File: config.mk
export PLATFORM = sky130hd
export DESIGN_NAME = ext_int_controller
export DESIGN_NICKNAME = d
export VERILOG_FILES = /design/src/rtl/ext_int_controller.sv
export SDC_FILE = /design/constraint.sdc
export NUM_CORES = 1
export LEC_CHECK = 0
export CAP_MARGIN = 20
export CELL_PAD_IN_SITES_DETAIL_PLACEMENT = 0
export CELL_PAD_IN_SITES_GLOBAL_PLACEMENT = 1
export CORE_ASPECT_RATIO = 1.2
export CORE_MARGIN = 10
export CORE_UTILIZATION = 34
export DETAILED_ROUTE_END_ITERATION = 12
export PLACE_DENSITY = 0.91
export SLEW_MARGIN = 40
export SYNTH_ARGS = -nofsm -noshare
export SYNTH_HDL_FRONTEND = slang
export SYNTH_SLANG_ARGS = --single-unit
File: constraint.sdc
create_clock -name clock -period 2.2 [get_ports clock]
set_input_delay 0.44 -clock clock [delete_from_list [all_inputs] [get_ports clock]]
set_output_delay 0.44 -clock clock [all_outputs]
set_load 0.05 [all_outputs]
File: src/rtl/ext_int_controller.sv
// External-interrupt front end for INT0/INT1: synchronise, debounce, sense, flag, mask and
// present a single prioritised request to the interrupt handler over a memory-mapped interface.
module ext_int_controller #(
    parameter int                      ADDRESS_BITS    = 32,
    parameter int                      DEBOUNCE_CYCLES = 4,
    parameter int                      DEB_CNT_BITS    = 8,
    parameter logic [ADDRESS_BITS-1:0] EIFR_ADDR       = 32'h2070,
    parameter logic [ADDRESS_BITS-1:0] EIMSK_ADDR      = 32'h2074,
    parameter logic [ADDRESS_BITS-1:0] EICRA_ADDR      = 32'h2078
) (
    input  logic                    clock,
    input  logic                    reset,
    input  logic                    PIND2_in,
    input  logic                    PIND3_in,
    input  logic [ADDRESS_BITS-1:0] d_mem_address_in,
    input  logic [7:0]              d_mem_data_in,
    input  logic                    d_mem_write,
    input  logic                    d_mem_read,
    output logic [7:0]              reg_read_data,
    output logic                    reg_read_hit,
    input  logic                    irq_ack,
    output logic                    I_request,
    output logic                    irq_id,
    output logic [7:0]              EIMSK
);

    typedef enum logic {
        S_IDLE,
        S_SERVICE
    } state_t;

    state_t     state;
    state_t     state_next;
    logic       id_next;
    logic       in_service;

    logic [1:0] pins;
    logic [1:0] sync_meta;
    logic [1:0] sync_out;
    logic [1:0] deb;
    logic [1:0] prev;
    logic [1:0] fall;
    logic [1:0] rise;

    logic [3:0] isc;
    logic [1:0] msk;
    logic [1:0] flags;
    logic [1:0] flags_next;
    logic [1:0] set_evt;
    logic [1:0] clr_evt;
    logic [1:0] pending;
    logic [1:0] req;

    logic       hit_eifr;
    logic       hit_eimsk;
    logic       hit_eicra;
    logic       unused_data_bits;

    assign pins = {PIND3_in, PIND2_in};

    always_ff @(posedge clock) begin
        if (!reset) begin
            sync_meta <= 2'b11;
            sync_out  <= 2'b11;
        end else begin
            sync_meta <= pins;
            sync_out  <= sync_meta;
        end
    end

    generate
        if (DEBOUNCE_CYCLES == 0) begin : g_bypass
            assign deb = sync_out;
        end else begin : g_debounce
            localparam logic [DEB_CNT_BITS-1:0] DEB_LAST = DEB_CNT_BITS'(DEBOUNCE_CYCLES - 1);

            logic [DEB_CNT_BITS-1:0] deb_cnt [2];
            logic [1:0]              deb_q;

            // The level only moves after DEBOUNCE_CYCLES consecutive disagreeing samples.
            always_ff @(posedge clock) begin
                if (!reset) begin
                    deb_q      <= 2'b11;
                    deb_cnt[0] <= '0;
                    deb_cnt[1] <= '0;
                end else begin
                    for (int n = 0; n < 2; n++) begin
                        if (sync_out[n] == deb_q[n]) begin
                            deb_cnt[n] <= '0;
                        end else if (deb_cnt[n] == DEB_LAST) begin
                            deb_q[n]   <= sync_out[n];
                            deb_cnt[n] <= '0;
                        end else begin
                            deb_cnt[n] <= deb_cnt[n] + DEB_CNT_BITS'(1);
                        end
                    end
                end
            end

            assign deb = deb_q;
        end
    endgenerate

    always_ff @(posedge clock) begin
        if (!reset) begin
            prev <= 2'b11;
        end else begin
            prev <= deb;
        end
    end

    assign fall = prev & ~deb;
    assign rise = ~prev & deb;

    assign hit_eifr  = (d_mem_address_in == EIFR_ADDR);
    assign hit_eimsk = (d_mem_address_in == EIMSK_ADDR);
    assign hit_eicra = (d_mem_address_in == EICRA_ADDR);

    always_comb begin
        set_evt = '0;
        pending = '0;
        for (int n = 0; n < 2; n++) begin
            unique case (isc[2*n +: 2])
                2'b00: begin
                    set_evt[n] = 1'b0;
                    pending[n] = ~deb[n];
                end
                2'b01: begin
                    set_evt[n] = fall[n] | rise[n];
                    pending[n] = flags[n];
                end
                2'b10: begin
                    set_evt[n] = fall[n];
                    pending[n] = flags[n];
                end
                default: begin
                    set_evt[n] = rise[n];
                    pending[n] = flags[n];
                end
            endcase
        end
    end

    // A set event in the same cycle outranks clearing by write or by acknowledge.
    always_comb begin
        clr_evt = '0;
        if (d_mem_write && hit_eifr) begin
            clr_evt = d_mem_data_in[1:0];
        end
        if (irq_ack && in_service) begin
            clr_evt[irq_id] = 1'b1;
        end
        flags_next = (flags & ~clr_evt) | set_evt;
    end

    always_ff @(posedge clock) begin
        if (!reset) begin
            isc   <= '0;
            msk   <= '0;
            flags <= '0;
        end else begin
            flags <= flags_next;
            if (d_mem_write && hit_eicra) begin
                isc <= d_mem_data_in[3:0];
            end
            if (d_mem_write && hit_eimsk) begin
                msk <= d_mem_data_in[1:0];
            end
        end
    end

    assign req        = msk & pending;
    assign in_service = (state == S_SERVICE);

    // Arbitration only happens from idle, so a source in service is never pre-empted.
    always_comb begin
        state_next = state;
        id_next    = irq_id;
        unique case (state)
            S_IDLE: begin
                if (|req) begin
                    state_next = S_SERVICE;
                    id_next    = ~req[0];
                end
            end
            S_SERVICE: begin
                if (irq_ack) begin
                    state_next = S_IDLE;
                end
            end
            default: begin
                state_next = S_IDLE;
            end
        endcase
    end

    always_ff @(posedge clock) begin
        if (!reset) begin
            state     <= S_IDLE;
            irq_id    <= 1'b0;
            I_request <= 1'b0;
        end else begin
            state     <= state_next;
            irq_id    <= id_next;
            I_request <= (state_next == S_SERVICE);
        end
    end

    always_comb begin
        reg_read_data = '0;
        if (hit_eifr) begin
            reg_read_data = {6'b0, flags};
        end else if (hit_eimsk) begin
            reg_read_data = {6'b0, msk};
        end else if (hit_eicra) begin
            reg_read_data = {4'b0, isc};
        end
    end

    assign reg_read_hit     = d_mem_read & (hit_eifr | hit_eimsk | hit_eicra);
    assign EIMSK            = {6'b0, msk};
    assign unused_data_bits = ^d_mem_data_in[7:4];

endmodule

== After elaboration in Yosys (flattened, before gate mapping) ==
Memory sizes are Yosys's and may differ from the RTL's.
Cells that the tools add are included.

* Register bits: 18
* RAM bits: 16
* Input bits: 47
* Word-level logic and storage cells: 106
* Memories kept: 1

* Add/sub/neg operators: 2
* Magnitude comparators: 2
* Equality and inequality tests: 11
* Multiplexer cells: 43
* Bitwise operators: 26
* Reductions and logical operators: 11

{| class="wikitable"
|+ Memories
! name !! words !! width !! rd ports !! clocked after Yosys merged registers in !! wr ports !! line !! source
|-
| g_debounce.deb_cnt || 2 || 8 || 2 || 0 || 2 || 77 || <nowiki>logic [DEB_CNT_BITS-1:0] deb_cnt [2];</nowiki>
|}

{| class="wikitable"
|+ Operator list
! kind !! count
|-
| $eq 32x14->1 const B || 3
|-
| $mux 8 || 6
|-
| $mux 1 || 28
|-
| $add 8x1->8 const B || 2
|-
| $eq 8x2->1 const B || 2
|-
| $mux 4 || 3
|-
| $or 1x1->1 || 10
|-
| $and 2x2->2 || 4
|-
| $not 1->1 || 6
|-
| $not 2->2 || 3
|-
| $pmux 1 s3 || 2
|-
| $reduce_and 2->1 || 3
|-
| $logic_and 1x1->1 || 5
|-
| $eq 2x1->1 const B || 2
|-
| $eq 2x2->1 const B || 2
|-
| $logic_not 2->1 || 2
|-
| $mux 2 || 2
|-
| $or 2x2->2 || 2
|-
| $eq 1x1->1 || 2
|-
| $lt 1x2->1 const B || 1
|-
| $pmux 1 s2 || 1
|-
| $reduce_or 2->1 || 1
|-
| $and 1x1->1 || 1
|-
| $demux 1 s1 || 1
|-
| $ge 1x1->1 const B || 1
|}

== Longest topological paths before layout ==
* Depth after elaboration: 9
* Depth in mapped cells: 6
* Mapped depth without buffers: 6

== Least setup slack after synthesis ==
No wires, ideal clock.

* Path type: input to output
* Start point: input d_mem_address_in[26]
* End point: output reg_read_hit
* Arrival time: 1.793 ns
* Setup slack: -0.033 ns
* Cell stages on the path: 4
* Buffers on the path: 0
* Cell sequence: nor4_1 nand2_1 nor4_2 and3_1

* Cells in the longest elaborated chain, start to end: 4
* Elaborated cells between the ends (all ways): 6
* Those cells by class: eq/ne (3); bitwise (3)

{| class="wikitable"
|+ Ends and longest elaborated chain
! what !! line !! source
|-
| start: declaration || 15 || <nowiki>input logic [ADDRESS_BITS-1:0] d_mem_address_in,</nowiki>
|-
| $eq 32x14->1, on equally long branches || 115, 116 ||
|-
| $or 1x1->1 || 220 || <nowiki>assign reg_read_hit = d_mem_read & (hit_eifr | hit_eimsk | hit_eicra);</nowiki>
|-
| $or 1x1->1 * || 220 ||
|-
| $and 1x1->1 * || 220 ||
|-
| end: declaration || 20 || <nowiki>output logic reg_read_hit,</nowiki>
|}

Every way passes the cells marked *; elsewhere a longest branch is shown, timed or not.

== Worst setup path after layout ==
* Start point: input d_mem_address_in[7]
* End point: output reg_read_data[3]

* Cells in the longest elaborated chain, start to end: 4
* Elaborated cells between the ends (all ways): 6
* Those cells by class: eq/ne (3); mux (3)

{| class="wikitable"
|+ Ends and longest elaborated chain
! what !! line !! source
|-
| $eq 32x14->1 || 117 || <nowiki>assign hit_eicra = (d_mem_address_in == EICRA_ADDR);</nowiki>
|-
| $mux 4 || 215 || <nowiki>end else if (hit_eicra) begin</nowiki>
|-
| $mux 4 || 213 || <nowiki>end else if (hit_eimsk) begin</nowiki>
|-
| $mux 4 * || 211 || <nowiki>if (hit_eifr) begin</nowiki>
|-
| end: declaration || 19 || <nowiki>output logic [7:0] reg_read_data,</nowiki>
|}

Marks and branches as above.

==> flow_summary_export.csv <==
group,metric,value,unit
logic_synthesis,yosysMostFrequentCell,"nand2_1",
clock_network,clock_sinks,34,
place,place.gp.congestion,0.793,
worst_setup_path,path_class,"primary input to output pin",
routing,drt_iter0_drc,66,
clock_network,clk_pin_slew,60,ps
clock_network,htree_levels,2,
sta,fmax,0.440,GHz
logic_synthesis,synth_top_area_share,24.9,%
power,peakVddDrop,269,uV
power,powerDensity,467,mW/mm^2
routing,drt_wl_total,4.68,mm
floorplanning,die_w,88.8,microns
place,place_area,0.00271,sq mm
logic_synthesis,synthTopCellsByCount,"nand2_1 (25), nor2_1 (20), dfxtp_1 (18), edfxtp_1 (16), nand3_1 (16)",
status,violations,"setup timing",
logic_synthesis,yosys_warnings,0,
cells_and_area,stdcell_area,0.00278,sq mm
sta,setup_violations,5,
grt,track_usage,10.5,%
floorplanning,core_area,0.00559,sq mm
cells_and_area,regArea,841,sq um
clock_network,clk_latency,280,ps
floorplanning,pin_count,66,
clock_network,cts_hold_buffers,0,
logic_synthesis,synth-seq-cells,34,
routing,wire_per_inst,13.1,microns
worst_hold_path,min-delay-start,"sync_meta[0]",
routing,vias_per_cell,4.63,
worst_setup_path,reg2regPathDepth,5,
place,io_buffers,51,
place,dp_hpwl,3.79,mm
logic_synthesis,synthTopCellsByArea,"edfxtp_1 (25%), dfxtp_1 (19%), xor2_1 (5.4%), nand2_1 (4.9%), mux2i_1 (4.7%)",
logic_synthesis,seq_area_frac_synth,43.6,%
place,dp_slack,-373,ps
worst_setup_path,critPathRequiredTime,1760,ps
routing,first_pass_iters,4,
floorplanning,die_y,103,microns
routing,via_count,1652,
logic_synthesis,synth_area,0.00193,sq mm
cells_and_area,nNetsFinal,345,
routing,drcViolationCount,0,
worst_setup_path,timing.rr.start,"g_debounce.deb_cnt[0][0]",
grt,antenna_found_initial,0,
cells_and_area,fillCellCount,552,
logic_synthesis,synth-async-reset-ratio,0,%
worst_setup_path,worstSetupEndpointType,"output pin",
grt,grt_pass1_vias,1734,
sta,skew,10.2,ps
sta,hold_slack,409,ps
sta,setup_ws,-74.8,ps
worst_hold_path,worstHoldEndpoint,"sync_out[0]",
logic_synthesis,synth_edf_count,16,
worst_setup_path,critical_path_arrival,1830,ps
logic_synthesis,syn_avg_cell_area,9.55,sq um
grt,overflow,0,
job,maxCapViolCount,0,
clock_network,clockBufferDepth,2,
logic_synthesis,yosysTopAreaCell,"edfxtp_1",
worst_setup_path,path_max_fanout,6,
worst_hold_path,whs_path_depth,1,
sta,worst_pin_slew,512,ps
worst_setup_path,reg2reg_slack,430,ps
floorplanning,dieArea,0.00910,sq mm
cells_and_area,syn2layout_area_growth,43.9,%
worst_hold_path,hold_path_class,"flip-flop to flip-flop",
worst_setup_path,cp-start-kind,"primary input",
grt,grt_max_degree,15,
clock_network,cts_root_buffer,"clkbuf_8",
floorplanning,core.rowCount,30,
sta,slew_headroom,65.8,%
sta,rsz0062_at_grt,"true",
logic_synthesis,ys.flop_type,"dfxtp_1",
clock_network,cts_tree,"done",
sta,finalCritPeriodShare,103,%
routing,antenna_left,0,
logic_synthesis,synthCells,202,
sta,finalCriticalPeriod,2270,ps
cells_and_area,antenna_cells,0,
worst_setup_path,r2r-end,"g_debounce.deb_cnt[0][4]",
power,total_power,1.30,mW
grt,grt_pass1_wl,7.52,mm
cells_and_area,drive_above_1_share,22.5,%
floorplanning,initial_core_util,34.5,%
power,p_leak,1.18,nW
clock_network,cts_made_buffers,5,
sta,drv_slew,0,
cells_and_area,multi_input_area,0.00111,sq mm
logic_synthesis,yosysUniqueCellTypes,41,
sta,finalHoldViolCount,0,
status,status,"complete, but fails checks",
## logic make-up after synthesis
logic type / after synthesis / share of synthesized area [%]
muxes: 10 / 5.25
and+or+nand+nor: 101 / 29.6
DFF: 34 / 43.6
xor gates and xnor gates: 14 / 6.36
other: 2 / 0.389
AOI/OAI and AO/OA: 15 / 5.12
adders and majority gates: 6 / 3.89
buffers and inverters: 20 / 5.84
## power breakdown
group,internal (mW),switching (mW),leakage (nW)
combinational,0.0812,0.0908,0.830
sequential,0.679,0.0144,0.311
clock,0.225,0.208,0.0395
## layer usage
layer  routed length, microns  track usage, %
met2                     2600            18.7
met1                     1850            11.2
met5                        0               0
met3                      141            3.00
met4                       93            4.86
## final cells by class
cell class,instances,area share [%]
Clock buffer,8,2.88
Inverter,7,0.946
Multi-Input combinational cell,172,40.1
Sequential cell,34,30.3
Tap cell,64,2.88
Timing Repair Buffer,72,22.9
## how the worst max path moves through the flow
stage,slack (ps),startpoint,end,depth (start not counted)
finish,-70,d_mem_address_in[7],reg_read_data[3],7
global route,-150,d_mem_address_in[7],reg_read_data[3],7
CTS,7,d_mem_address_in[20],reg_read_data[3],7
detailed placement,-370,d_mem_address_in[7],reg_read_data[3],7
global placement,-300,d_mem_address_in[7],reg_read_data[2],7
floorplan,5,d_mem_address_in[26],reg_read_data[0],4
## layout by cell type, fill, tap and decap left out, types with 3 or more instances in the layout
cell / count
clkbuf_1: 3
and3_1: 4
nand2_1: 25
nor2_1: 19
inv_1: 7
edfxtp_1: 16
conb_1: 26
and3_4: 3
ha_1: 6
buf_4: 21
dfxtp_1: 18
o21ai_0: 5
clkbuf_8: 5
nand3_1: 16
buf_2: 15
nand2b_1: 6
mux2i_1: 9
nor4_1: 3
nor4_2: 3
dlygate4sd2_1: 7
clkdlybuf4s50_1: 16
xor2_1: 12
clkdlybuf4s15_1: 6
buf_12: 5
## per-stage QoR
stage	setup TNS (ps)	std cells	util, %
3_3_place_gp	-1590	346	48.5
5_1_grt	-659	357	49.6
6_report	-298	357	49.6
2_1_floorplan	0	226	-
3_5_place_dp	-2110	346	48.5
4_1_cts	0	356	49.2
## timing repair
item                                    4_1_cts  5_1_grt
gates resized for setup                      86        3
pin swaps                                    14        3
endpoints found under the setup margin        5        5
buffers inserted                              2        1
## registers in the layout, indices dropped and copies added, names as in the netlist
signal,count
g_debounce.deb_cnt,16
isc,4
sync_meta,2
prev,2
deb,2
sync_out,2
msk,2
irq_id,1
in_service,1
flags,2
## worst max-delay path, stage by stage
cell and delay, ps:
buf_6 90, nand4b_1 170, or3_4 350, nor4_4 260
buf_4 190, and3_4 200, buf_12 130
Note: power is estimated with default switching activity, not from simulation.
